==> config.mk <==
export PLATFORM = sky130hd
export DESIGN_NAME = battle_control
export DESIGN_NICKNAME = d
export VERILOG_FILES = /design/src/rtl/battle_pkg.sv /design/src/rtl/battle_control_lfsr16.sv /design/src/rtl/battle_control.sv
export SDC_FILE = /design/constraint.sdc
export NUM_CORES = 1
export LEC_CHECK = 0
export ABC_AREA = 1
export CAP_MARGIN = 15
export CORE_MARGIN = 5
export CORE_UTILIZATION = 64
export DETAILED_ROUTE_END_ITERATION = 8
export DONT_BUFFER_PORTS = 1
export PLACE_DENSITY = 0.92
export SLEW_MARGIN = 10
export SYNTH_ARGS = -nofsm -noshare
export SYNTH_HDL_FRONTEND = slang
export SYNTH_SLANG_ARGS = --single-unit
==> constraint.sdc <==
create_clock -name Clk -period 2.9 [get_ports Clk]
set_input_delay 0.435 -clock Clk [delete_from_list [all_inputs] [get_ports Clk]]
set_output_delay 0.435 -clock Clk [all_outputs]
set_load 0.01 [all_outputs]
==> src/rtl/battle_pkg.sv <==
// battle_pkg
//   Shared types and constants for the battle controller: FSM state enum,
//   USB keycodes, default HP/damage/delay values, LFSR seed, and a
//   saturating-subtract helper used for every HP update.
package battle_pkg;

   typedef enum logic [3:0] {
      IDLE, INIT, MENU, P_ATK, P_WAIT, E_ATK, E_WAIT, DONE, EXIT
   } state_e;

   localparam logic [7:0] KEY_A     = 8'h04;
   localparam logic [7:0] KEY_D     = 8'h07;
   localparam logic [7:0] KEY_ENTER = 8'h28;
   localparam logic [7:0] KEY_W     = 8'h1A;

   localparam logic [7:0] DEF_MAX_HP       = 8'd100;
   localparam logic [7:0] DEF_MOVE0_DMG    = 8'd15;
   localparam logic [7:0] DEF_MOVE1_DMG    = 8'd30;
   localparam logic [7:0] DEF_ENEMY_DMG    = 8'd12;
   localparam logic [5:0] DEF_DELAY_FRAMES = 6'd30;

   localparam logic [15:0] LFSR_SEED = 16'hACE1;

   // HP never wraps: anything at or below zero lands on zero.
   function automatic logic [7:0] sat_sub(input logic [7:0] a, input logic [7:0] b);
      return (a > b) ? (a - b) : 8'd0;
   endfunction

endpackage

==> src/rtl/battle_control_lfsr16.sv <==
// lfsr16
//   Free-running 16-bit Galois LFSR, polynomial x^16+x^14+x^13+x^11+1,
//   shifting right one step per clock. Used for move-1 miss rolls and
//   enemy sprite selection.
//   Ports: clk, rst_n (async, active low) -> lfsr (current register value).
module lfsr16
   import battle_pkg::*;
(
   input  logic        clk,
   input  logic        rst_n,
   output logic [15:0] lfsr
);

   logic [15:0] lfsr_q, lfsr_d;

   always_comb begin
      // Bit 0 falls out the bottom and is fed back into the tap positions.
      lfsr_d = {lfsr_q[0],
                lfsr_q[15],
                lfsr_q[14] ^ lfsr_q[0],
                lfsr_q[13] ^ lfsr_q[0],
                lfsr_q[12],
                lfsr_q[11] ^ lfsr_q[0],
                lfsr_q[10:1]};
      // Unreachable from a non-zero seed; guards against an upset.
      if (lfsr_q == 16'h0000) lfsr_d = LFSR_SEED;
   end

   always_ff @(posedge clk or negedge rst_n) begin
      if (!rst_n) lfsr_q <= LFSR_SEED;
      else        lfsr_q <= lfsr_d;
   end

   assign lfsr = lfsr_q;

endmodule

==> src/rtl/battle_control.sv <==
// battle_control
//   Turn-based battle FSM: three player pokemon vs three enemies. The player
//   picks a move in MENU, attacks, waits an animation delay, the enemy
//   counter-attacks, waits again, and so on until one side is wiped out.
//   Ports:
//     Clk, Reset (async, active low)
//     is_battle   - battle game state active
//     keycode     - held USB keycode, 0 = none
//     my_team     - player team sprite ids (not used by the battle rules)
//     frame_tick  - one pulse per video frame, paces the animation delays
//     my_cur, enemy_cur_id, my_hp_cur, enemy_hp_cur, move_sel - display state
//     end_battle  - single-cycle pulse at battle end, result = 1 on win
module battle_control
   import battle_pkg::*;
#(
   parameter logic [7:0] MAX_HP       = DEF_MAX_HP,
   parameter logic [7:0] MOVE0_DMG    = DEF_MOVE0_DMG,
   parameter logic [7:0] MOVE1_DMG    = DEF_MOVE1_DMG,
   parameter logic [7:0] ENEMY_DMG    = DEF_ENEMY_DMG,
   parameter logic [5:0] DELAY_FRAMES = DEF_DELAY_FRAMES
)(
   input  logic       Clk,
   input  logic       Reset,
   input  logic       is_battle,
   input  logic [7:0] keycode,
   input  logic [8:0] my_team,
   input  logic       frame_tick,
   output logic [1:0] my_cur,
   output logic [2:0] enemy_cur_id,
   output logic [7:0] my_hp_cur,
   output logic [7:0] enemy_hp_cur,
   output logic       move_sel,
   output logic       end_battle,
   output logic       result
);

   logic [15:0] lfsr;

   lfsr16 u_lfsr (
      .clk   (Clk),
      .rst_n (Reset),
      .lfsr  (lfsr)
   );

   state_e          state_q, state_d;
   logic [1:0]      my_cur_q, my_cur_d;
   logic [1:0]      en_idx_q, en_idx_d;
   logic            move_sel_q, move_sel_d;
   logic [2:0][7:0] my_hp_q, my_hp_d;
   logic [2:0][7:0] en_hp_q, en_hp_d;
   logic [2:0][2:0] en_id_q, en_id_d;
   logic            end_battle_q, end_battle_d;
   logic            result_q, result_d;
   logic [5:0]      cnt_q, cnt_d;
   logic [7:0]      prev_key_q, prev_key_d;

   logic       key_ev;
   logic       wait_done;
   logic [7:0] my_hp_act, en_hp_act, p_dmg;

   // Only a fresh non-zero keycode counts; a held key fires once.
   assign key_ev    = (keycode != 8'h00) && (keycode != prev_key_q);
   // Decision is taken the cycle after the last needed tick has been counted.
   assign wait_done = (cnt_q == DELAY_FRAMES);

   assign my_hp_act = (my_cur_q == 2'd2) ? my_hp_q[2] :
                      (my_cur_q == 2'd1) ? my_hp_q[1] : my_hp_q[0];
   assign en_hp_act = (en_idx_q == 2'd2) ? en_hp_q[2] :
                      (en_idx_q == 2'd1) ? en_hp_q[1] : en_hp_q[0];

   // Move 1 whiffs when the LFSR LSB is set during the attack cycle.
   assign p_dmg = move_sel_q ? (lfsr[0] ? 8'd0 : MOVE1_DMG) : MOVE0_DMG;

   always_comb begin
      state_d      = state_q;
      my_cur_d     = my_cur_q;
      en_idx_d     = en_idx_q;
      move_sel_d   = move_sel_q;
      my_hp_d      = my_hp_q;
      en_hp_d      = en_hp_q;
      en_id_d      = en_id_q;
      end_battle_d = 1'b0;
      result_d     = result_q;
      cnt_d        = cnt_q;
      prev_key_d   = keycode;

      unique case (state_q)
         IDLE: if (is_battle) state_d = INIT;
         INIT: begin
            my_hp_d    = {3{MAX_HP}};
            en_hp_d    = {3{MAX_HP}};
            my_cur_d   = 2'd0;
            en_idx_d   = 2'd0;
            move_sel_d = 1'b0;
            result_d   = 1'b0;
            en_id_d    = {lfsr[8:6], lfsr[5:3], lfsr[2:0]};
            state_d    = MENU;
         end
         MENU: begin
            if (key_ev) begin
               if (keycode == KEY_A || keycode == KEY_D) move_sel_d = ~move_sel_q;
               else if (keycode == KEY_ENTER)            state_d    = P_ATK;
            end
         end
         P_ATK: begin
            for (int i = 0; i < 3; i++)
               if (en_idx_q == i[1:0]) en_hp_d[i] = sat_sub(en_hp_act, p_dmg);
            cnt_d   = 6'd0;
            state_d = P_WAIT;
         end
         P_WAIT: begin
            if (wait_done) begin
               if (en_hp_act != 8'd0) begin
                  state_d = E_ATK;
               end else if (en_idx_q == 2'd2) begin
                  state_d      = DONE;
                  result_d     = 1'b1;
                  end_battle_d = 1'b1;
               end else begin
                  en_idx_d = en_idx_q + 2'd1;
                  state_d  = MENU;
               end
            end else if (frame_tick) begin
               cnt_d = cnt_q + 6'd1;
            end
         end
         E_ATK: begin
            for (int i = 0; i < 3; i++)
               if (my_cur_q == i[1:0]) my_hp_d[i] = sat_sub(my_hp_act, ENEMY_DMG);
            cnt_d   = 6'd0;
            state_d = E_WAIT;
         end
         E_WAIT: begin
            if (wait_done) begin
               if (my_hp_act != 8'd0) begin
                  state_d = MENU;
               end else if (my_cur_q == 2'd2) begin
                  state_d      = DONE;
                  result_d     = 1'b0;
                  end_battle_d = 1'b1;
               end else begin
                  my_cur_d = my_cur_q + 2'd1;
                  state_d  = MENU;
               end
            end else if (frame_tick) begin
               cnt_d = cnt_q + 6'd1;
            end
         end
         DONE: state_d = EXIT;
         EXIT: if (!is_battle) state_d = IDLE;
         default: state_d = IDLE;
      endcase

      // Leaving the battle screen mid-fight aborts silently.
      if (!is_battle && state_q != IDLE && state_q != EXIT) begin
         state_d      = IDLE;
         end_battle_d = 1'b0;
         result_d     = result_q;
      end
   end

   always_ff @(posedge Clk or negedge Reset) begin
      if (!Reset) begin
         state_q      <= IDLE;
         my_cur_q     <= 2'd0;
         en_idx_q     <= 2'd0;
         move_sel_q   <= 1'b0;
         my_hp_q      <= '0;
         en_hp_q      <= '0;
         en_id_q      <= '0;
         end_battle_q <= 1'b0;
         result_q     <= 1'b0;
         cnt_q        <= 6'd0;
         prev_key_q   <= 8'h00;
      end else begin
         state_q      <= state_d;
         my_cur_q     <= my_cur_d;
         en_idx_q     <= en_idx_d;
         move_sel_q   <= move_sel_d;
         my_hp_q      <= my_hp_d;
         en_hp_q      <= en_hp_d;
         en_id_q      <= en_id_d;
         end_battle_q <= end_battle_d;
         result_q     <= result_d;
         cnt_q        <= cnt_d;
         prev_key_q   <= prev_key_d;
      end
   end

   assign my_cur       = my_cur_q;
   assign move_sel     = move_sel_q;
   assign end_battle   = end_battle_q;
   assign result       = result_q;
   assign my_hp_cur    = my_hp_act;
   assign enemy_hp_cur = en_hp_act;
   assign enemy_cur_id = (en_idx_q == 2'd2) ? en_id_q[2] :
                         (en_idx_q == 2'd1) ? en_id_q[1] : en_id_q[0];

   // Team ids and upper LFSR bits feed other blocks, not the battle rules.
   logic unused_bits;
   assign unused_bits = ^{my_team, lfsr[15:9]};

endmodule

; After elaboration in Yosys (flattened, before gate mapping)
; Cells that the tools add are included.
[op_classes]
n_addsub = 5
n_lt_le_gt_ge = 2
eq_ne = 43
n_mux = 61
bitwise_logic = 5
reduce_logical = 34
[op_table]
columns = operator, count
row1 = $mux 8, 12
row2 = $pmux 24 s2, 2
row3 = $pmux 4 s9, 1
row4 = $ne 2x2->1 const B, 17
row5 = $mux 4, 8
row6 = $reduce_bool 8->1, 3
row7 = $ne 3x3->1 const B, 7
row8 = $mux 3, 6
row9 = $eq 4x3->1 const B, 4
row10 = $eq 8x3->1 const B, 2
row11 = $logic_not 16->1, 1
row12 = $mux 16, 1
row13 = $mux 1, 15
row14 = $mux 2, 6
row15 = $mux 6, 2
row16 = $pmux 6 s2, 1
row17 = $reduce_and 2->1, 6
row18 = $reduce_bool 2->1, 6
row19 = $mux 5, 2
row20 = $eq 4x2->1 const B, 2
row21 = $eq 8x6->1 const B, 1
row22 = $gt 8x4->1 const B, 1
row23 = $gt 8x5->1, 1
row24 = $ne 8x8->1, 1
row25 = 28 further kinds, 42
[totals]
regBits = 98
inputBits = 21
output_inout_bits = 24
wordCells = 168

; Depth between registers and ports, before layout
; Gate-level depths: netlist of run 1.
[depth]
depth_word = 8
mapped_depth = 20
mapped_depth_nobuf = 19

; Modules after synthesis
; Synthesis of run 1 repeated with hierarchy kept, for this count alone.
[hier_totals]
hier_cells = 702
area_unflattened_um2 = 5278.8
[modules_own_cells]
columns = module, instances, cells_each, area_per_inst_um2, seq_area_each_um2
row1 = battle_control, 1, 646, 4665.7, 2052.0
row2 = lfsr16, 1, 56, 613.1, 410.4

; Least setup slack after synthesis of run 1
; No wires, ideal clock.
[synth_path]
path_type = flip-flop to flip-flop
startpoint = register en_idx_q[0]
endpoint = register en_hp_q[7] in the netlist's numbering
arrival_time_ps = 2331
required_ps = 2834
setup_slack_ps = 504
stages_incl_launch_ff = 18
path_buffers = 2
period_less_slack_ps = 2396
cell_sequence = dfrtp_1 > inv_1 > ha_1 > buf_6 > inv_6 > buf_6 > nand3_1 > nand2_1 > inv_1 > ha_1 > nand2_1 > inv_1 > nand3_1 > o211ai_1 > nor2_1 > xor2_1 > nand3_1 > nand2_1
[synth_between]
elab_chain_cells = 7
word_cells_on_any_way = 12
classes_between = 1 x add/sub / 1 x order compare / 3 x eq/ne / 5 x mux / 2 x reduce/logical
[synth_lines]
columns = item, line
row1 = "start, declared", battle_control.sv:47  ; logic [1:0] en_idx_q, en_idx_d;
row2 = "start signal, assigned", battle_control.sv:178  ; en_idx_q <= en_idx_d;
row3 = $eq 2x1->1, battle_control.sv:69  ; (en_idx_q == 2'd1) ? en_hp_q[1] : en_hp_q[0];
row4 = $mux 8, battle_control.sv:69
row5 = $mux 8 *, battle_control.sv:68  ; assign en_hp_act = (en_idx_q == 2'd2) ? en_hp_q[2] :
row6 = named net enemy_hp_cur[4], battle_control.sv:31  ; output logic [7:0] enemy_hp_cur,
row7 = $sub 8x5->8 / $gt 8x5->1 (equally long branches), battle_pkg.sv:26  ; return (a > b) ? (a - b) : 8'd0;
row8 = $mux 8 *, battle_pkg.sv:26
row9 = $mux 8 *, battle_control.sv:107  ; if (en_idx_q == i[1:0]) en_hp_d[i] = sat_sub(en_hp_act, p_dmg);
row10 = $pmux 24 s2 *, battle_control.sv:87  ; unique case (state_q)
row11 = "end signal, assigned", battle_control.sv:181  ; en_hp_q <= en_hp_d;
row12 = "end, declared", battle_control.sv:50  ; logic [2:0][7:0] en_hp_q, en_hp_d;
; Mark *: on every way through the listed nets, which the timed path passes. The rest lies on a longest branch. The select of a mux whose other input is x is not followed.
; A chain may end at the register's enable or synchronous reset.

; Worst setup path in the final report of run 1
; Ends and elaborated chain as after synthesis.

==> flow_summary.toml, run 1 <==
[layout]
mostFrequentLayoutCell = "nand2_1"
layout_common_cells = "nand2_1 (247), dfrtp_1 (90), inv_1 (63)"
area_delta_synth_final_pct = 6.34
layout-drive-gt1-share = 0.129
finalNetCount = 715
final_core_util = 0.694
multi_input_area_mm2 = 0.00245
n_fill_cell = 592
insertedDiodeCount = 0
instances_no_fill = 787
seqCellArea_mm2 = 0.00246

[worst_setup_path]
cp_max_fo = 7
crit_type = "flip-flop to flip-flop"
crit_arrival_ns = 2.99
end_kind = "flip-flop"
startpoint_type = "flip-flop"
required_ns = 3.21

[power_and_ir_drop]
p_int_w = 0.00282
power_density_mw_per_mm2 = 875
power_leakage_nw = 2.92
switching_share = 0.428
clkPwrFrac = 0.197
power_frac_comb = 0.431
switchingPower_w = 0.00211
ir_drop_mv = 0.350
seqPwrFrac = 0.373

[placement]
gp_congestion = 0.934
io_buffers = 0
dp_cells = 769
dp_hpwl_mm = 8.25

[sta]
drv_slew = 0
max_slew_margin = 0.558
rsz0062_at_grt = "no"
tightest_slew_ns = 0.660
final.setup.tns_ns = 0
fmax_mhz = 374
post-route-min-period_ns = 2.68
fin_hold_ws_ns = -0.0482
hold_viol_final = 12
finalSetupViolCount = 0
fin_crit_sh = 0.923
skew_ns = 0.0124

[clock_network]
htree_levels = 3
cts.clk_slew.worst_paths_ns = 0.09
cts.path.max_buffers = 2
cts_made_buffers = 9
clk_latency_ns = 0.37
cts_sinks = 98
cts_tree = "done"
cts-root-buf = "clkbuf_8"

[yosys]
synthFlopType = "dfrtp_1"
avgSynthCellArea_um2 = 7.86
synth_nets = 713
syn_inst = 675
synth_area_leaders = "dfrtp_1 (42%), nand2_1 (18%), inv_1 (4.5%)"
async_reset_ff_frac = 1.00
ys_types = 40
syn_area_mm2 = 0.00531
post-synth-top-area-cell = "dfrtp_1"
synth_edf_count = 0
synth_top_cell_area_share = 0.424
synth-seq-cells = 98
synth-seq-area-share = 0.464
yosys_warnings = 0

[floorplan]
initial_core_util = 0.652
rows = 33
core-area_mm2 = 0.00813
die_area_mm2 = 0.0102
die-width_um = 101
die_y_um = 101
io_pins = 45

[grt]
grt_pass1_vias = 4242
grt_antenna_before_repair = 0
top_usage_layer = "met2"
grt_use_met3 = 0.0588
grt_overflow = 0
gr-usage-all-layers = 0.245
grt_pass1_wl_mm = 19.9
grtUsageMet1 = 0.322
grt_use_met2 = 0.385
grt_max_degree = 99

[drt]
detail-route-antenna-nets = 0
drt_iter0_markers = 372
drc = 0
firstDrtPassIters = 7
vias = 4360
wl_per_cell_um = 14.6
routed_wl_mm = 11.5
via_per_inst = 5.54

[min_path]
hp-class = "input pin to async pin"

[status]
violations = "negative hold slack"
status = "complete, but fails checks"

[flow_run]
cap_viol_max_count = 0
registers in the layout, summed over array words and instances (netlist names):
| register | count |
|---|---|
| my_hp_q | 24 |
| state_q | 4 |
| cnt_q | 6 |
| u_lfsr.lfsr | 16 |
| en_id_q | 9 |
| my_cur | 2 |
| result | 1 |
| end_battle | 1 |
| en_idx_q | 2 |
| en_hp_q | 24 |
| prev_key_q | 8 |
| move_sel | 1 |
kinds of logic (layout without fill, tap and decap cells):
kind of cell,after synthesis,count (layout),synth area share
AND/OR/NAND/NOR,377,377,0.309
flip-flops,98,98,0.464
buffers and inverters,94,101,0.0766
AO/OA/AOI/OAI,70,70,0.0778
XOR/XNOR,19,19,0.0314
adder cells (fa/ha/maj),17,17,0.0415
power by group through the flow:
stage	sequential, W	combinational, W	clock (W)
after CTS	0.00183	0.00210	0.000982
after floorplan	0.00181	0.00163	0
after detailed placement	0.00186	0.00205	0
after global placement	0.00184	0.00197	0
final	0.00184	0.00213	0.000970
after global routing	0.00188	0.00240	0.00104
what timing repair did:
action	4_1_cts	5_1_grt
endpoints found under the hold margin	98	0
buffers inserted	0	1
hold buffers	1	0
endpoints found under the setup margin	0	24
gates resized for setup	0	3
critical path, cell delays in order (launching register included):
cell and delay (ns):
dfrtp_1 0.41, ha_1 0.25, buf_4 0.18, nand2_1 0.06, nand3_1 0.08, nand2_1 0.15
inv_1 0.12, ha_1 0.38, nand2_1 0.11, inv_1 0.05, nand3_1 0.07, o211ai_1 0.14
nor2_1 0.16, xor2_1 0.27, nand3_1 0.11, nand2_1 0.08
cell type report:
type,count,area share
clock buffers,12,0.0257
clock inverters,4,0.0131
inverters,76,0.0514
multi-input cells,483,0.435
flip-flops and latches,98,0.436
well taps,105,0.0233
repair buffers,9,0.0155
layer usage:
metal,part of all wire,wire [µm]
met3,0.069,793
met4,0.027,314
met2,0.48,5490
met1,0.43,4890
met5,0,0
worst paths after layout:
check / slack, ns / cells past startpoint / startpoint / endpoint
min reg2reg: 0.40 / 0 / u_lfsr.lfsr[3] / u_lfsr.lfsr[2]
min: -0.05 / 1 / Reset / en_hp_q[0]
max reg2reg: 0.22 / 15 / en_idx_q[0] / en_hp_q[7]
min in group Clk: 0.09 / 0 / keycode[7] / prev_key_q[7]
max: 0.22 / 15 / en_idx_q[0] / en_hp_q[7]
max in group asynchronous: 2.54 / 1 / Reset / u_lfsr.lfsr[5]
Yosys cell counts (all sizes together), types with 6 or more instances:
master  instances
nand2         260
dfrtp          90
inv            75
nand3          47
nor2           45
o21ai          43
a21oi          21
ha             16
xnor2          13
buf            10
clkbuf          8
dfstp           8
nor3            8
or2             8
xor2            6
through the flow:
| stage | area (µm²) | total power [W] | worst slack [ns] |
|---|---|---|---|
| floorplan | 5310 | 0.00345 | 0.504 |
| global placement | 5370 | 0.00381 | 0.279 |
| detailed placement | 5370 | 0.00391 | 0.169 |
| CTS | 5620 | 0.00491 | 0.148 |
| global route | 5640 | 0.00532 | 0.00440 |
| finish | 5640 | 0.00494 | 0.223 |
No activity file was read; power rests on OpenSTA's default activity.
==> run 2, diff against run 1 <==
==> constraint.sdc (replaced) <==
create_clock -name Clk -period 2.9 [get_ports Clk]
set_input_delay 0.435 -clock Clk [delete_from_list [all_inputs] [get_ports Clk]]
set_output_delay 0.435 -clock Clk [all_outputs]
set_load 0.005 [all_outputs]
==> run 2 against run 1 <==
The flow now finishes without violations; wire length grew 3.9%; critical path type unchanged; largest power group unchanged; register-to-register slack got worse by 0.03 ns; via count rose by 1.3%; total power increased by 0.50%; critical endpoint is now en_hp_q[18].
==> flow_summary.toml, run 2 (synthesis gave the netlist of run 1 again) <==
[grt]
grt_antenna_before_repair = 0
gr-usage-all-layers = 0.250
grt_overflow = 0
grt_max_degree = 99
grt_pass1_vias = 4351
grt_pass1_wl_mm = 20.3

[clock_network]
cts_made_buffers = 9
cts_tree = "done"
cts.path.max_buffers = 2
cts-root-buf = "clkbuf_8"
htree_levels = 3
clk_latency_ns = 0.36
cts.clk_slew.worst_paths_ns = 0.10
cts_sinks = 98

[worst_setup_path]
cp_num_buf_inv = 2
ff2ff_setup_slack_ns = 0.20
crit_arrival_ns = 2.96
rr_startpoint = "en_idx_q[0]"
critPathMostFrequentCell = "nand2_1"
cp_top_family = "simple AND/OR/NAND/NOR gates"
r2r_cells = 18
path_cells = "ha_1 -> buf_4 -> nand2_1 -> nand3_1 -> nand2_1 -> ha_1 -> inv_1 -> fa_1 -> nand3_1 -> nand2_1 -> nand2_1 -> nand2_2 -> nand2_1 -> nand2_2 -> nand3_1 -> nand2_1 -> nand2_1 -> nand2_1"
worstReg2RegEnd = "en_hp_q[18]"
required_ns = 3.15
end_kind = "flip-flop"
startpoint_type = "flip-flop"
crit_type = "flip-flop to flip-flop"
critical_path.slowest_cell = "dfrtp_1"
cp_max_fo = 7
max_stage_delay_ns = 0.41

[drt]
detail-route-antenna-nets = 0
wl_per_cell_um = 15.2
drt_iter0_markers = 449
firstDrtPassIters = 5
routed_wl_mm = 11.9
via_per_inst = 5.62
vias = 4416
drc = 0

[power_and_ir_drop]
p_int_w = 0.00285
clkPwrFrac = 0.202
ir_drop_mv = 0.438
switchingPower_w = 0.00211
power_density_mw_per_mm2 = 875
seqPwrFrac = 0.372
power_frac_comb = 0.426
switching_share = 0.425
p_total_w = 0.00496
power_leakage_nw = 2.92

[sta]
post-route-min-period_ns = 2.70
drv_slew = 0
fmax_mhz = 370
worst_slack_ns = 0.195
fin_crit_sh = 0.933
tightest_slew_ns = 0.667
skew_ns = 0.0135
final.setup.tns_ns = 0
hold_viol_final = 0
max_slew_margin = 0.554
finalSetupViolCount = 0

[floorplan]
core-area_mm2 = 0.00813
rows = 33
initial_core_util = 0.652
die_y_um = 101
die_area_mm2 = 0.0102
die-width_um = 101
io_pins = 45

[min_path]
holdPathEnd = "prev_key_q[6]"
hp-class = "input pin to flip-flop"
whs_path_depth = 0
worst_hold_startpoint = "keycode[6]"

[layout]
finalNetCount = 714
layout-drive-gt1-share = 0.132
insertedDiodeCount = 0
final_core_util = 0.697
area_delta_synth_final_pct = 6.84
mostFrequentLayoutCell = "nand2_1"
layout_common_cells = "nand2_1 (247), dfrtp_1 (90), inv_1 (63)"

[placement]
dp_hpwl_mm = 8.63
gp_congestion = 0.931
pre_cts_slack_ns = 0.0906
io_buffers = 0

[flow_run]
cap_viol_max_count = 0

[status]
status = "complete, no violations"
## run 2: changes by cell type in the layout (fill, tap and decap cells not counted)
cell / delta
ha_4: +1
clkinvlp_4: +2
clkbuf_8: +1
ha_1: -2
buf_4: -2
clkinv_2: -1
clkbuf_1: -2
dlygate4sd3_1: +1
ha_2: +1
## run 2: repair_timing
action,4_1_cts,5_1_grt
hold buffers,1,1
hold endpoints to repair,98,1
setup buffers,0,1
gates resized for setup,0,5
setup endpoints to repair,0,27
## run 2: metal layers
metal / up-vias / share of wire / track usage
li1: 2114 / - / -
met1: 2075 / 0.40 / 0.312
met2: 196 / 0.50 / 0.418
met3: 31 / 0.077 / 0.0637
met4: 0 / 0.023 / 0.0920
met5: - / 0 / 0
## run 2: how the worst max path moves through the flow
stage | slack [ns] | cells past startpoint | endpoint | startpoint
after global placement | 0.20 | 17 | en_hp_q[19] | en_idx_q[0]
final | 0.20 | 18 | en_hp_q[18] | en_idx_q[0]
after global routing | -0.003 | 15 | en_hp_q[7] | en_idx_q[0]
after floorplan | 0.53 | 17 | en_hp_q[7] | en_idx_q[0]
after detailed placement | 0.09 | 18 | en_hp_q[18] | en_idx_q[0]
after CTS | 0.04 | 18 | en_hp_q[11] | en_idx_q[0]
## run 2: area by class of cell
class / instances / area, µm²
clock inverter: 5 / 83.8
multi-input combinational: 483 / 2470
tap: 105 / 131
inverter: 76 / 290
timing repair buffer: 8 / 82.6
fill: 586 / 2460
sequential: 98 / 2460
clock buffer: 11 / 151
## run 2: through the flow
step           cell area, µm²  hold WS [ns]  instances
5_1_grt                  5670        0.0745        786
6_report                 5670         0.104        786
2_1_floorplan            5310         0.139        675
4_1_cts                  5620       0.00219        784
3_3_place_gp             5360         0.143        767
3_5_place_dp             5360         0.143        767
## run 2: power groups by stage
| stage | sequential (W) | combinational (W) | clock [W] |
|---|---|---|---|
| after floorplan | 0.00181 | 0.00159 | 0 |
| after global placement | 0.00184 | 0.00191 | 0 |
| after detailed placement | 0.00186 | 0.00201 | 0 |
| after CTS | 0.00184 | 0.00206 | 0.00101 |
| after global routing | 0.00188 | 0.00235 | 0.00109 |
| final | 0.00185 | 0.00211 | 0.00100 |
==> run 3, diff against run 2 <==
==> constraint.sdc (replaced) <==
create_clock -name Clk -period 2.9 [get_ports Clk]
set_input_delay 0.29 -clock Clk [delete_from_list [all_inputs] [get_ports Clk]]
set_output_delay 0.29 -clock Clk [all_outputs]
set_load 0.005 [all_outputs]
==> run 3 against run 2 <==
Total power is 1.4% lower; via count is 2.5% higher; utilization is 0.54 points higher.
==> flow_summary.toml, run 3 (synthesis gave the netlist of run 1 again) <==
[sta]
skew_ns = 0.0188
fin_crit_sh = 0.958
post-route-min-period_ns = 2.78
final.setup.tns_ns = 0
rsz0062_at_grt = "yes"
fmax_mhz = 360
max_slew_margin = 0.552
hold_viol_final = 0
tightest_slew_ns = 0.669
drv_slew = 0
finalSetupViolCount = 0
fin_hold_ws_ns = 0.0560

[drt]
wl_per_cell_um = 15.4
drt_iter0_markers = 521
firstDrtPassIters = 5
detail-route-antenna-nets = 0
drc = 0
via_per_inst = 5.71
vias = 4525
routed_wl_mm = 12.2

[grt]
gr-usage-all-layers = 0.257
grt_overflow = 0
grt_pass1_wl_mm = 20.9
grt_antenna_before_repair = 0
grt_pass1_vias = 4637
grt_max_degree = 99

[floorplan]
rows = 33
io_pins = 45
die_y_um = 101
die_area_mm2 = 0.0102
die-width_um = 101
initial_core_util = 0.652
core-area_mm2 = 0.00813

[flow_run]
cap_viol_max_count = 0

[power_and_ir_drop]
ir_drop_mv = 0.482
switching_share = 0.434
p_int_w = 0.00277
switchingPower_w = 0.00212
power_frac_comb = 0.432
power_density_mw_per_mm2 = 856
seqPwrFrac = 0.377
power_leakage_nw = 2.94
clkPwrFrac = 0.190

[worst_setup_path]
crit_arrival_ns = 3.07
critPathMostFrequentCell = "nand2_1"
cp_max_fo = 6
critPathLaunch = "en_idx_q[1]"
worstReg2RegEnd = "en_hp_q[19]"
cp-endpoint = "en_hp_q[19]"
rr_startpoint = "en_idx_q[1]"
ff2ff_setup_slack_ns = 0.12
max_stage_delay_ns = 0.44
cp_num_buf_inv = 3
end_kind = "flip-flop"
r2r_cells = 19
path_cells = "inv_1 -> ha_2 -> buf_4 -> nand2_1 -> nand3_1 -> nand2_1 -> ha_1 -> inv_1 -> fa_2 -> nand3_1 -> nand2_1 -> nand2_1 -> nand2_2 -> nand2_1 -> nand2_2 -> nand2_4 -> nor2_2 -> nand2_1 -> o21ai_1"
critical_path.slowest_cell = "dfrtp_1"
required_ns = 3.19
path_depth = 19
cp_top_family = "simple AND/OR/NAND/NOR gates"
crit_type = "flip-flop to flip-flop"
startpoint_type = "flip-flop"

[clock_network]
cts.path.max_buffers = 2
htree_levels = 3
cts_setup_buffers = 0
cts.clk_slew.worst_paths_ns = 0.10
clk_latency_ns = 0.37
cts_tree = "done"
cts-root-buf = "clkbuf_8"
cts_sinks = 98
cts_made_buffers = 9

[layout]
area_delta_synth_final_pct = 7.66
layout_common_cells = "nand2_1 (248), dfrtp_1 (90), inv_1 (63)"
layout-drive-gt1-share = 0.126
finalNetCount = 721
mostFrequentLayoutCell = "nand2_1"
insertedDiodeCount = 0
final_core_util = 0.702

[placement]
dp_hpwl_mm = 8.36
io_buffers = 0
gp_congestion = 0.995

[status]
status = "complete, no violations"

[min_path]
hp-class = "input pin to flip-flop"
==> run 3: power groups by stage <==
stage	registers, W	logic [W]	clock network [W]
3_5_place_dp	0.00186	0.00199	0
4_1_cts	0.00183	0.00206	0.000940
2_1_floorplan	0.00181	0.00159	0
5_1_grt	0.00188	0.00237	0.00102
6_report	0.00184	0.00211	0.000931
3_3_place_gp	0.00184	0.00190	0
==> run 3: cell type report <==
class	instances	area, µm²
clock buffer	12	155
timing repair buffer	15	155
fill	561	2420
tap	105	131
clock inverter	4	56.3
multi-input combinational	483	2460
sequential	98	2460
inverter	76	293
==> run 3: how the worst min path moves through the flow <==
stage	startpoint	depth (start not counted)	end
after global placement	Reset	0	en_hp_q[11]
after CTS	is_battle	2	state_q[3]
after detailed placement	Reset	0	en_hp_q[19]
after global routing	is_battle	2	state_q[3]
after floorplan	Reset	0	cnt_q[0]
final	is_battle	2	state_q[3]
==> run 3: what timing repair did <==
item                                    CTS  global route
endpoints found under the hold margin   106             0
hold buffers                             10             0
endpoints found under the setup margin    0            24
gates resized for setup                   0             6
==> run 3: layer usage <==
metal | global-route usage | wire length, µm | vias up | share of wire
li1 | - | - | 2129 | -
met1 | 0.320 | 4860 | 2145 | 0.40
met2 | 0.419 | 6110 | 215 | 0.50
met3 | 0.0775 | 938 | 36 | 0.077
met4 | 0.103 | 307 | 0 | 0.025
met5 | 0 | 0 | - | 0
==> run 3: stage by stage <==
stage	total power (W)	std cells	setup WS [ns]	area [µm²]
floorplan	0.00340	675	0.530	5310
global placement	0.00374	767	0.193	5360
detailed placement	0.00385	767	0.0747	5360
CTS	0.00483	793	0.0489	5690
global route	0.00527	793	-0.0574	5710
finish	0.00489	793	0.123	5710
